[src/rtl/fire_alarm_responder.sv]
// fire_alarm_responder: debounced fire-alarm FSM with tone generation, operator silence and event counting.
//
// Ports:
//   CLK1K        in   1 kHz system clock
//   RST          in   synchronous active-high reset
//   FIRE_ALARM   in   registered alarm level from the fire detector
//   ACK          in   operator silence button level, synchronous to CLK1K
//   BUZZER       out  audible tone drive, period 2*TONE_HALF while alarming
//   ALARM_ACTIVE out  high while a confirmed alarm is in effect
//   MUTED        out  high while the alarm is silenced
//   EVENT_CNT    out  saturating count of confirmed alarm entries
//
// Build option: define SILENCE_TIMEOUT_EN to make SILENCED fall back to ALARM
// after SILENCE_CYC cycles; without it no silence counter exists.
module fire_alarm_responder #(
    parameter int CONFIRM_CYC = 8,
    parameter int TONE_HALF   = 250,
    parameter int SILENCE_CYC = 30000
) (
    input  logic       CLK1K,
    input  logic       RST,
    input  logic       FIRE_ALARM,
    input  logic       ACK,
    output logic       BUZZER,
    output logic       ALARM_ACTIVE,
    output logic       MUTED,
    output logic [7:0] EVENT_CNT
);
    typedef enum logic [1:0] {IDLE, CONFIRM, ALARM, SILENCED} state_t;
    state_t      r_state;
    logic [7:0]  r_cnt;
    logic [7:0]  r_clr;
    logic [15:0] r_tone;
    logic        r_ack_d;
    logic        r_buzzer;
    logic        r_alarm;
    logic        r_muted;
    logic [7:0]  r_event;
`ifdef SILENCE_TIMEOUT_EN
    logic [15:0] r_sil;
`endif
    logic w_ack_rise;
    logic w_clr_done;
    assign w_ack_rise   = ACK & ~r_ack_d;
    // The low sample seen this edge completes the clear when CONFIRM_CYC-1 lows were already counted.
    assign w_clr_done   = ~FIRE_ALARM && (r_clr == 8'(CONFIRM_CYC - 1));
    assign BUZZER       = r_buzzer;
    assign ALARM_ACTIVE = r_alarm;
    assign MUTED        = r_muted;
    assign EVENT_CNT    = r_event;
    always_ff @(posedge CLK1K) begin
        if (RST) begin
            r_state  <= IDLE;
            r_cnt    <= 8'd0;
            r_clr    <= 8'd0;
            r_tone   <= 16'd0;
            r_ack_d  <= 1'b0;
            r_buzzer <= 1'b0;
            r_alarm  <= 1'b0;
            r_muted  <= 1'b0;
            r_event  <= 8'd0;
`ifdef SILENCE_TIMEOUT_EN
            r_sil    <= 16'd0;
`endif
        end else begin
            r_ack_d <= ACK;
            case (r_state)
                IDLE: begin
                    if (FIRE_ALARM) begin
                        r_state <= CONFIRM;
                        r_cnt   <= 8'd1;
                    end
                end
                CONFIRM: begin
                    if (!FIRE_ALARM) begin
                        r_state <= IDLE;
                    end else if (r_cnt == 8'(CONFIRM_CYC - 1)) begin
                        r_state  <= ALARM;
                        r_alarm  <= 1'b1;
                        r_buzzer <= 1'b1;
                        r_tone   <= 16'd0;
                        r_clr    <= 8'd0;
                        r_event  <= (r_event == 8'hFF) ? r_event : r_event + 8'd1;
                    end else begin
                        r_cnt <= r_cnt + 8'd1;
                    end
                end
                ALARM, SILENCED: begin
                    r_clr <= FIRE_ALARM ? 8'd0 : r_clr + 8'd1;
                    // Clear takes priority over both ACK and the silence timeout.
                    if (w_clr_done) begin
                        r_state  <= IDLE;
                        r_clr    <= 8'd0;
                        r_buzzer <= 1'b0;
                        r_muted  <= 1'b0;
                        r_alarm  <= 1'b0;
                    end else if (r_state == ALARM) begin
                        if (w_ack_rise) begin
                            r_state  <= SILENCED;
                            r_buzzer <= 1'b0;
                            r_muted  <= 1'b1;
`ifdef SILENCE_TIMEOUT_EN
                            r_sil    <= 16'd0;
`endif
                        end else if (r_tone == 16'(TONE_HALF - 1)) begin
                            r_tone   <= 16'd0;
                            r_buzzer <= ~r_buzzer;
                        end else begin
                            r_tone <= r_tone + 16'd1;
                        end
                    end
`ifdef SILENCE_TIMEOUT_EN
                    else if (r_sil == 16'(SILENCE_CYC - 1)) begin
                        r_state  <= ALARM;
                        r_buzzer <= 1'b1;
                        r_muted  <= 1'b0;
                        r_tone   <= 16'd0;
                        r_sil    <= 16'd0;
                    end else begin
                        r_sil <= r_sil + 16'd1;
                    end
`endif
                end
            endcase
        end
    end
endmodule

[config.mk]
export PLATFORM = sky130hd
export DESIGN_NAME = fire_alarm_responder
export DESIGN_NICKNAME = d
export VERILOG_FILES = /design/src/rtl/fire_alarm_responder.sv
export SDC_FILE = /design/constraint.sdc
export NUM_CORES = 1
export LEC_CHECK = 0
export CAP_MARGIN = 20
export CELL_PAD_IN_SITES_DETAIL_PLACEMENT = 1
export CELL_PAD_IN_SITES_GLOBAL_PLACEMENT = 1
export CORE_UTILIZATION = 40
export CTS_CLUSTER_SIZE = 10
export DETAILED_ROUTE_END_ITERATION = 10
export PLACE_DENSITY_LB_ADDON = 0.1
export SKIP_CTS_REPAIR_TIMING = 1
export SYNTH_ARGS = -nofsm -noshare
export SYNTH_HDL_FRONTEND = slang
export SYNTH_SLANG_ARGS = --single-unit
[constraint.sdc]
create_clock -name CLK1K -period 2.1 [get_ports CLK1K]
set_input_delay 0.42 -clock CLK1K [delete_from_list [all_inputs] [get_ports CLK1K]]
set_output_delay 0.42 -clock CLK1K [all_outputs]
set_load 0.02 [all_outputs]
# Word-level counts from Yosys, hierarchy flattened
# Cells that the tools add are included.
# totals
regBits	46
in_bits	4
output_inout_bits	11
elab_cells	87
# classes
add_sub_neg	4
eq_ne	19
muxes	35
n_bitwise	5
n_reduce_logical	15
# op_table
cell	n
16-bit 2-to-1 mux	6
8-bit 2-to-1 mux	7
16-bit case mux with 2 select lines	1
8-bit case mux with 2 select lines	2
8-bit by 1-bit adder with 8-bit output, second input constant	3
16-bit by 1-bit adder with 16-bit output, second input constant	1
16-bit by 8-bit == test with 1-bit output, second input constant	1
8-bit by 3-bit == test with 1-bit output, second input constant	2
2-bit inequality test, second input constant	8
4-bit AND reduction	4
2-bit 2-to-1 mux	6
1-bit 2-to-1 mux	10
3-bit inequality test, second input constant	3
8-bit == test, second input constant	1
2-bit nonzero test	4
2-bit case mux with 3 select lines	1
3-bit AND reduction	2
6-bit AND reduction	1
5-bit AND reduction	1
2-bit == test, second input constant	2
4-bit inequality test, second input constant	1
1-bit inverter	4
1-bit case mux with 2 select lines	2
2-bit by 1-bit == test with 1-bit output, second input constant	1
4 further kinds	4

# Logic depth before layout (Yosys ltp)
# Gate-level depths: netlist of run 1.
# depth
depth_word	6
ltp_mapped	8
depth_no_buf	7

# Worst setup path after synthesis of run 1
# Ideal clock, no wire load.
# synth_timing
kind	reg2reg
from	register r_clr[0]
to	register r_tone[10]
setup_ps	122
arrival_time_ps	1974
t_required_ps	1978
slack_ps	4
path_stages_with_launch	8
n_path_buf	1
synth_period_minus_slack_ps	2096
path_cell_list	dfxtp_1 -> ha_1 -> or4b_4 -> o211a_1 -> buf_6 -> o211ai_4 -> nor4b_1 -> a311o_1
# synth_via
elab_chain_cells	4
# synth_lines
item	line	source
start: declaration	32	logic [7:0] r_clr;
start signal: assignment	89	r_clr <= FIRE_ALARM ? 8'd0 : r_clr + 8'd1;
8-bit by 3-bit == test with 1-bit output	46	assign w_clr_done = ~FIRE_ALARM && (r_clr == 8'(CONFIRM_CYC - 1));
1-bit logical AND	46	
2-bit inequality test (no line)	-	
6-bit AND reduction (no line)	-	
end signal: assignment	109	r_tone <= r_tone + 16'd1;
end: declaration	33	logic [15:0] r_tone;
# Every way passes these cells.
# A chain may end at the register's enable or synchronous reset.

# Final worst setup path of run 1
# layout_timing
from	register r_clr[1]
to	register r_tone[10]
# The elaborated chain is that of the path after synthesis.

==> flow_summary.yaml, run 1 <==
outcome:
  status: "finished clean"
drt:
  drt_iter0_drc: 63
  first_pass_iters: 4
  routedWlPerCell_um: 15.5
  vias: 2101
  postRouteAntennaNets: 0
  route.detailed.drc: 0
  wl_um: 5970
  via_per_inst: 5.47
critical_path:
  cp.arrival_ps: 2220
  r2r_start: "r_clr[1]$_SDFFE_PP0P_"
  worstSetupEndpointType: "register"
  path_max_fanout: 5
  worst_ep_required_time_ps: 2290
  start_kind: "register"
  crit_type: "reg2reg"
  rrSetupSlack_ps: 70
  regToRegEndpoint: "r_tone[10]$_SDFFE_PP0P_"
  ff2ff_path_depth: 6
die:
  die_x_um: 78.8
  start_util_pct: 42.0
  num_rows: 27
  die_y_um: 78.8
  dieArea_mm2: 0.00620
  ios: 15
  core_area_mm2: 0.00561
synthesis:
  synth_area_leader_cell: "dfxtp_1"
  yosys-top-cells-count: "dfxtp_1 (46), nor2_1 (31), a21oi_1 (17)"
  avgSynthCellArea_um2: 8.83
  ys_warn_count: 0
  ys_top_cells_by_area: "dfxtp_1 (39%), xor2_1 (5.6%), nor2_1 (4.9%)"
  synth_flop_cell: "dfxtp_1"
  syn_nets: 276
  ys_seq_area_share_pct: 39.1
  netlist_area_mm2: 0.00236
  synth_most_common_cell: "dfxtp_1"
  ys_types: 57
  synth-seq-cells: 46
  async_flop_share_pct: 0
  syn_inst: 267
  synth_top_area_share_pct: 39.1
  synth_edf_count: 0
sta:
  rsz0062_at_grt: "false"
  worst_slew_pin_slew_ps: 546
  max-slew-margin-rel_pct: 63.5
  fin_setup_tns_ps: 0
  min_period_over_period_pct: 96.8
  hold_viol_final: 0
  fmax_mhz: 492
  maxSlewViolCount: 0
  fin_skew_ps: 7.45
  period_minus_slack_ps: 2030
  setup_viol: 0
global_route:
  grt-ovfl-total: 0
  grt_pass1_vias: 2051
  antenna_found_initial: 0
  grt_pass1_wl_um: 9760
  grt_max_degree: 22
  grt_util_all_layers_pct: 20.2
power_and_ir_drop:
  ir_worst_vdd_mv: 0.385
  finalPower_mw: 1.51
  p_leak_nw: 1.06
  powerDensity_mw_per_mm2: 514
layout:
  final_util_pct: 52.3
  area_growth_pct: 24.4
  drive_gt1_share_pct: 20.8
  nets: 320
  n_antenna_cell: 0
place:
  place_hpwl_um: 4360
  io_buffers: 14
  place_congestion: 0.765
clock_network:
  cts_max_level: 2
  root_buffer: "clkbuf_8"
  clk_latency_ps: 300
  clockBufferDepth: 2
  cts_tree: "built"
  path_clk_slew_ps: 90
  cts.sinks: 46
  cts_made_buffers: 5
min_path:
  hp-start: "EVENT_CNT[1]$_SDFFE_PP0P_"
  min_to: "EVENT_CNT[1]$_SDFFE_PP0P_"
  hp-class: "reg2reg"
  hold_depth: 2
flow_run:
  cap_violations: 0
placed cells by master, fill, tap and decap left out, types with 6 or more instances in the layout:
cell type / n
xor2_1: 15
nor2_1: 31
nand4_1: 10
and3_1: 7
nand2_1: 13
clkbuf_8: 6
xnor2_1: 8
inv_1: 6
a21oi_1: 17
buf_4: 30
dfxtp_1: 42
clkdlybuf4s50_1: 13
nand3_1: 14
o21ai_0: 13
state kept, by name, indices dropped and copies added (netlist names):
register      count
BUZZER            1
r_ack_d           1
r_cnt             8
r_clr             8
r_tone           16
r_state           2
EVENT_CNT         8
MUTED             1
ALARM_ACTIVE      1
stage by stage:
| stage | instances | area, um^2 | setup slack, ps | hold WS (ps) |
|---|---|---|---|---|
| floorplan | 267 | 2360 | 4.28 | 469 |
| detailed placement | 372 | 2750 | -454 | 483 |
| finish | 384 | 2930 | 67.7 | 496 |
| global placement | 372 | 2750 | -424 | 472 |
| global route | 384 | 2930 | 6.11 | 522 |
| CTS | 380 | 2840 | -178 | 498 |
worst max-delay path, stage by stage, from the launching register on:
cell and delay [ps]:
dfxtp_2 360, ha_4 150, or4b_4 500, o211a_4 290, o211ai_4 190, nor4b_1 80
a311o_1 340
cell type report:
class	instances	area (um^2)
Timing Repair Buffer	46	399
Clock inverter	1	5.00
Clock buffer	7	86.3
Inverter	6	22.5
Tap cell	72	90.1
Multi-Input combinational cell	206	1400
Fill cell	687	2680
Sequential cell	46	926
cell families after synthesis:
logic type	share of synthesized area, %
and+or+nand+nor	27.5
xor gates and xnor gates	8.55
muxes	0.902
DFF	39.1
adders and majority gates	2.65
AOI/OAI and AO/OA	17.8
buffers and inverters	3.50
worst max-delay path by stage:
stage / start / to / cells past startpoint
final: r_clr[1]$_SDFFE_PP0P_ / r_tone[10]$_SDFFE_PP0P_ / 6
after global routing: r_clr[1]$_SDFFE_PP0P_ / r_tone[10]$_SDFFE_PP0P_ / 6
after CTS: r_clr[0]$_SDFFE_PP0P_ / r_tone[5]$_SDFFE_PP0P_ / 6
after detailed placement: FIRE_ALARM / r_tone[5]$_SDFFE_PP0P_ / 6
after global placement: FIRE_ALARM / r_tone[5]$_SDFFE_PP0P_ / 6
after floorplan: r_clr[0]$_SDFFE_PP0P_ / r_tone[10]$_SDFFE_PP0P_ / 7
report_power, final:
group | total, mW | leakage (nW) | switching, mW | internal [mW]
registers | 0.879 | 0.373 | 0.00303 | 0.876
logic | 0.0638 | 0.643 | 0.0370 | 0.0268
clock network | 0.563 | 0.0482 | 0.297 | 0.266
total | 1.51 | 1.06 | 0.337 | 1.17
per-layer routing:
| layer | vias up | global-route usage, % | share of wire [%] |
|---|---|---|---|
| met3 | 9 | 3.45 | 1.9 |
| met4 | 0 | 7.59 | 1.9 |
| li1 | 1066 | - | - |
| met2 | 14 | 32.0 | 46 |
| met1 | 1012 | 27.3 | 50 |
| met5 | - | 0 | 0 |
Power figures use the tool's default switching activity.
==> inputs of run 2 (changes only) <==
--- a/config.mk
+++ b/config.mk
@@ -5,7 +5,6 @@
 export SDC_FILE = /design/constraint.sdc
 export NUM_CORES = 1
 export LEC_CHECK = 0
-export CAP_MARGIN = 20
 export CELL_PAD_IN_SITES_DETAIL_PLACEMENT = 1
 export CELL_PAD_IN_SITES_GLOBAL_PLACEMENT = 1
 export CORE_UTILIZATION = 40
==> results of run 2 <==
Final layout, timing and power as in run 1 (identical DEF).
==> inputs of run 3 (changes only) <==
--- a/config.mk
+++ b/config.mk
@@ -10,6 +10,7 @@
 export CORE_UTILIZATION = 40
 export CTS_CLUSTER_SIZE = 10
 export DETAILED_ROUTE_END_ITERATION = 10
+export GPL_TIMING_DRIVEN = 0
 export PLACE_DENSITY_LB_ADDON = 0.1
 export SKIP_CTS_REPAIR_TIMING = 1
 export SYNTH_ARGS = -nofsm -noshare
==> flow_summary.yaml, run 3 (synthesis results as in run 1) <==
outcome:
  status: "finished clean"
layout:
  fill_cells: 673
  regMostFlops: "r_tone"
  nets: 304
  layout_commonest_cell: "dfxtp_1"
  n_antenna_cell: 0
  area_growth_pct: 21.1
  largest_reg_flops: 16
  drive_gt1_share_pct: 16.9
  final_cell_mix: "dfxtp_1 (42), nor2_1 (31), a21oi_1 (16), xor2_1 (15), nand3_1 (14)"
  instances_no_fill: 368
drt:
  first_pass_iters: 4
  route.detailed.drc: 0
  drt_iter0_drc: 65
  vias: 2080
  postRouteAntennaNets: 0
  routedWlPerCell_um: 16.2
  via_per_inst: 5.65
  wl_um: 5950
place:
  place_ws_ps: -591
  dp.cells: 353
  place_congestion: 0.734
  io_buffers: 14
  place_hpwl_um: 4030
sta:
  maxSlewViolCount: 0
  fin_skew_ps: 9.16
  rsz0062_at_grt: "true"
  min_period_over_period_pct: 98.1
  setup_ws_ps: 40.9
  period_minus_slack_ps: 2060
  max-slew-margin-rel_pct: 58.7
  worst_slew_pin_slew_ps: 613
  fmax_mhz: 486
  hold_viol_final: 0
  setup_viol: 0
min_path:
  hp-class: "reg2reg"
global_route:
  grt_max_degree: 15
  grt-ovfl-total: 0
  antenna_found_initial: 0
  grt_util_all_layers_pct: 19.7
  grt_pass1_vias: 1992
  grt_pass1_wl_um: 9540
critical_path:
  worst_ep_required_time_ps: 2300
  path_max_fanout: 5
  cp.arrival_ps: 2260
  start_kind: "register"
  worstSetupEndpointType: "register"
  crit_type: "reg2reg"
clock_network:
  root_buffer: "clkbuf_8"
  cts_max_level: 2
  cts_made_buffers: 5
  clockBufferDepth: 2
  cts_tree: "built"
  clk_latency_ps: 310
  path_clk_slew_ps: 90
  cts.sinks: 46
die:
  die_x_um: 78.8
  num_rows: 27
  start_util_pct: 42.0
  core_area_mm2: 0.00561
  die_y_um: 78.8
  dieArea_mm2: 0.00620
  ios: 15
power_and_ir_drop:
  ir_worst_vdd_mv: 0.312
  powerDensity_mw_per_mm2: 618
  p_leak_nw: 0.988
  finalPower_mw: 1.76
flow_run:
  cap_violations: 0
run 3: changes by cell type in the layout (fill, tap and decap cells not counted), moves of 2 or more:
cell / change
dfxtp_4: +2
dfxtp_2: -2
clkbuf_1: +3
bufinv_16: +2
buf_4: -24
nand2_2: +2
nand2_1: -2
buf_2: +3
run 3: per-stage QoR:
| stage | setup TNS [ps] | util (%) | cell area, um^2 | hold slack, ps |
|---|---|---|---|---|
| finish | 0 | 50.9 | 2850 | 493 |
| global placement | -11320 | 46.1 | 2590 | 479 |
| detailed placement | -12530 | 46.1 | 2590 | 487 |
| global route | -41.5 | 50.9 | 2850 | 527 |
| floorplan | 0 | - | 2360 | 469 |
| CTS | -4210 | 48.7 | 2730 | 496 |
run 3: power breakdown:
part	internal (mW)	switching [mW]	total [mW]
Combinational	0.0201	0.0355	0.0557
Clock	0.508	0.324	0.832
Sequential	0.873	0.00391	0.877
Total	1.40	0.363	1.76
run 3: path summary, 6_finish.rpt:
| path | from | endpoint | slack (ps) | cells past startpoint |
|---|---|---|---|---|
| worst max-delay path | r_clr[1]$_SDFFE_PP0P_ | r_tone[10]$_SDFFE_PP0P_ | 40 | 7 |
| worst min-delay path | EVENT_CNT[1]$_SDFFE_PP0P_ | EVENT_CNT[1]$_SDFFE_PP0P_ | 490 | 2 |
| worst max register to register | r_clr[1]$_SDFFE_PP0P_ | r_tone[10]$_SDFFE_PP0P_ | 40 | 7 |
| worst min register to register | EVENT_CNT[1]$_SDFFE_PP0P_ | EVENT_CNT[1]$_SDFFE_PP0P_ | 490 | 2 |
run 3: worst max-delay path: stages (launching register included):
cell      delay (ps)
dfxtp_4          390
ha_4             140
or4b_4           470
o211a_1          260
buf_6            150
o211ai_4         200
nor4b_2           70
a311o_1          270
run 3: cell type report:
type                            instances  area (um^2)  share of cell area, %
Clock inverter                          2         60.1                   2.10
Clock buffer                            6         82.6                   2.89
Tap cell                               72         90.1                   3.16
Timing Repair Buffer                   20          185                   6.49
Multi-Input combinational cell        206         1420                   49.8
Buffer                                 10         62.6                   2.19
Inverter                                6         22.5                  0.789
Sequential cell                        46          931                   32.6
run 3: metal layers:
layer | global-route usage, % | up-vias | share of wire [%]
li1 | - | 1035 | -
met2 | 32.8 | 16 | 48
met1 | 25.5 | 1021 | 48
met5 | 0 | - | 0
met4 | 6.67 | 0 | 1.2
met3 | 3.79 | 8 | 2.2
==> variant 1 (settings of run 3) <==
Make the reset (`RST`) asynchronous in one clocked block. Comments in the files are not updated.
--- a/src/rtl/fire_alarm_responder.sv
+++ b/src/rtl/fire_alarm_responder.sv
@@ -49,5 +49,5 @@
     assign MUTED        = r_muted;
     assign EVENT_CNT    = r_event;
-    always_ff @(posedge CLK1K) begin
+    always_ff @(posedge CLK1K or posedge RST) begin
         if (RST) begin
             r_state  <= IDLE;
Behaviour: differs if RST is asserted again (counterexample within 10 cycles, from zero or initial values and one cycle with RST high); with RST held inactive, the same outputs for 10 cycles.
==> variant 1 against run 3 <==
The run now ends with setup timing left. Design area increased by 6.3%. Routed wire length increased by 2.1%. Area after synthesis increased by 2.3%. Sequential cell count unchanged. Die area increased by 2.3%. Non-clock buffer count increased by 7. Setup slack got worse by 0.29 ns. Final cell count decreased by 1.9%. Fmax decreased by 12%. Synthesized cell count decreased by 6.4%.
Power is not compared: it rests on default switching activity, and its combinational part moved more than twofold at a synthesized area within 25%.
==> variant 1: results <==
{
  "wl_met1_mm": 2.91,
  "synth_nets": 259,
  "finalClockSkew_ns": 0.0148,
  "met2_usage_pct": 33.2,
  "cp_max_fo": 9,
  "wl_met3_um": 104,
  "place_hpwl_mm": 3.98,
  "yosys-top-cells-area": "dfrtp_1, o21ai_0, a22o_1",
  "fillers": 631,
  "finalSetupTns_ns": -2.25,
  "ys.flop_type": "dfrtp_1",
  "nets": 298,
  "setup_viol_count_final": 17,
  "violations": "setup timing",
  "sh_seq_area_pct": 38.0,
  "vias": 2034,
  "crit_family": "simple AND/OR/NAND/NOR gates",
  "min_path_type": "primary input to asynchronous set/reset pin",
  "inv_count": 9,
  "place_ws_ns": -0.838,
  "synthDistinctLibCells": 47,
  "clkCellAreaFrac_pct": 3.71,
  "arrival_ns": 2.53,
  "worst_slew_pin_slew_ns": 0.762,
  "drt_iter0_markers": 54,
  "routed_wl_mm": 6.08,
  "slowest_stage": "or4_4",
  "use_met3_pct": 3.43,
  "grt_pass1_wl_mm": 10.0,
  "outcome": "finished with violations",
  "multi_input_area_um2": 1310,
  "slowest_delay_ns": 0.57,
  "met1_usage_pct": 27.0,
  "nNonClkBuffers": 37,
  "fin_ws_ns": -0.245,
  "place.gp.congestion": 0.765
}
## variant 1: metrics by stage
| stage | instances | area (µm²) |
|---|---|---|
| floorplan | 250 | 2420 |
| global placement | 336 | 2650 |
| detailed placement | 337 | 2670 |
| CTS | 344 | 2780 |
| global route | 361 | 3030 |
| finish | 361 | 3030 |
## variant 1: worst paths after layout
| check | to | slack, ns | cells past startpoint |
|---|---|---|---|
| worst max register to register | r_tone[12] | -0.24 | 6 |
| worst max-delay path | r_tone[12] | -0.24 | 6 |
| min in group CLK1K | EVENT_CNT[6] | 0.49 | 1 |
| max in group asynchronous | r_tone[7] | 1.21 | 3 |
| worst min-delay path | EVENT_CNT[4] | 0.39 | 2 |
| worst min register to register | EVENT_CNT[6] | 0.49 | 1 |
## variant 1: cell families after synthesis
family / share of synthesized area, %
XOR/XNOR: 4.72
AO/OA/AOI/OAI: 16.6
adder cells (fa/ha/maj): 2.59
flip-flops: 47.7
multiplexers: 1.35
AND/OR/NAND/NOR: 24.3
buffers and inverters: 2.70
==> variant 2 (flow settings as in run 3) <==
Made on the original files. Add a define of `SILENCE_TIMEOUT_EN`.
--- a/src/rtl/fire_alarm_responder.sv
+++ b/src/rtl/fire_alarm_responder.sv
@@ -13,4 +13,6 @@
 // Build option: define SILENCE_TIMEOUT_EN to make SILENCED fall back to ALARM
 // after SILENCE_CYC cycles; without it no silence counter exists.
+`define SILENCE_TIMEOUT_EN
+
 module fire_alarm_responder #(
     parameter int CONFIRM_CYC = 8,
Function: no difference found for any inputs over 10 cycles, from zero or initial values and one cycle with RST high; that may be too few to reach the edited logic, so the function may still have changed.
==> variant 2 against run 3 <==
The flow now finishes with violations (setup timing). Sequential cell count increased by 16. Total power increased by 56%. Setup slack got worse by 0.078 ns. Synthesized cell count increased by 43%. Area after synthesis increased by 35%. Die area increased by 34%. Critical endpoint is now BUZZER. Design area increased by 39%. Via count increased by 43%. Routed wire length increased by 46%. Largest cell class unchanged. Sequential share of layout area decreased by 0.84 points. Critical path type unchanged.
==> variant 2: results <==
{
  "vias": 2978,
  "met1_usage_pct": 28.2,
  "sh_seq_area_pct": 31.8,
  "startpoint": "r_tone[2]",
  "finalSetupTns_ns": -0.0371,
  "finalClockSkew_ns": 0.0127,
  "min_to": "r_tone[15]",
  "fillers": 917,
  "place_hpwl_mm": 5.91,
  "p_leak_nw": 1.23,
  "cts-buffers-inserted": 9,
  "nMultiInputCombCells": 298,
  "crit_family": "simple AND/OR/NAND/NOR gates",
  "arrival_ns": 2.35,
  "ir_drop_uv": 321,
  "dpl_cell_area_um2": 3440,
  "grt_pass1_vias": 2903,
  "setup_viol_count_final": 1,
  "outcome": "finished with violations",
  "violations": "setup timing",
  "clkCellAreaFrac_pct": 6.83,
  "synthDistinctLibCells": 53,
  "via_per_inst": 5.73,
  "ctsHtreeMaxLevel": 3,
  "multi_input_area_share_pct": 50.5,
  "netlist_top_cells_count": "dfxtp_1, nor2_1, nand2_1",
  "final_core_util_pct": 51.5,
  "clk_latency_ns": 0.36,
  "worst_slew_pin_slew_ns": 0.695,
  "inv_count": 8,
  "fin_ws_ns": -0.0371,
  "yosys-top-cells-area": "dfxtp_1, xnor2_1, nor2_1",
  "min_path_cells": 1,
  "grt_usage_pct": 21.5,
  "final_layout_size_suffix_gt1_share_pct": 17.9,
  "dp.cells": 497,
  "slowest_delay_ns": 0.56,
  "grt_max_degree": 12,
  "use_met3_pct": 3.69
}
variant 2: changes by cell type after synthesis, moves of 6 or more:
cell | before | now
a21oi_1 | 17 | 25
a311oi_1 | 1 | 7
clkbuf_1 | 4 | 10
dfxtp_1 | 46 | 62
nand2_1 | 13 | 27
nor2_1 | 31 | 51
nor3_1 | 5 | 22
xnor2_1 | 8 | 24
xor2_1 | 15 | 6
variant 2: cells by family after synthesis:
family                     Yosys count  synth area share (%)
and+or+nand+nor                    178                  29.9
AOI/OAI and AO/OA                   83                  17.5
DFF                                 62                  39.1
xor gates and xnor gates            30                  8.27
buffers and inverters               21                  2.60
adders and majority gates            6                  2.36
muxes                                1                 0.355
variant 2: report_power, final:
part,internal (W),switching [W],leakage (nW)
Combinational,0.0000368,0.0000674,0.597
Clock,0.000939,0.000507,0.132
Sequential,0.00118,0.0000148,0.505
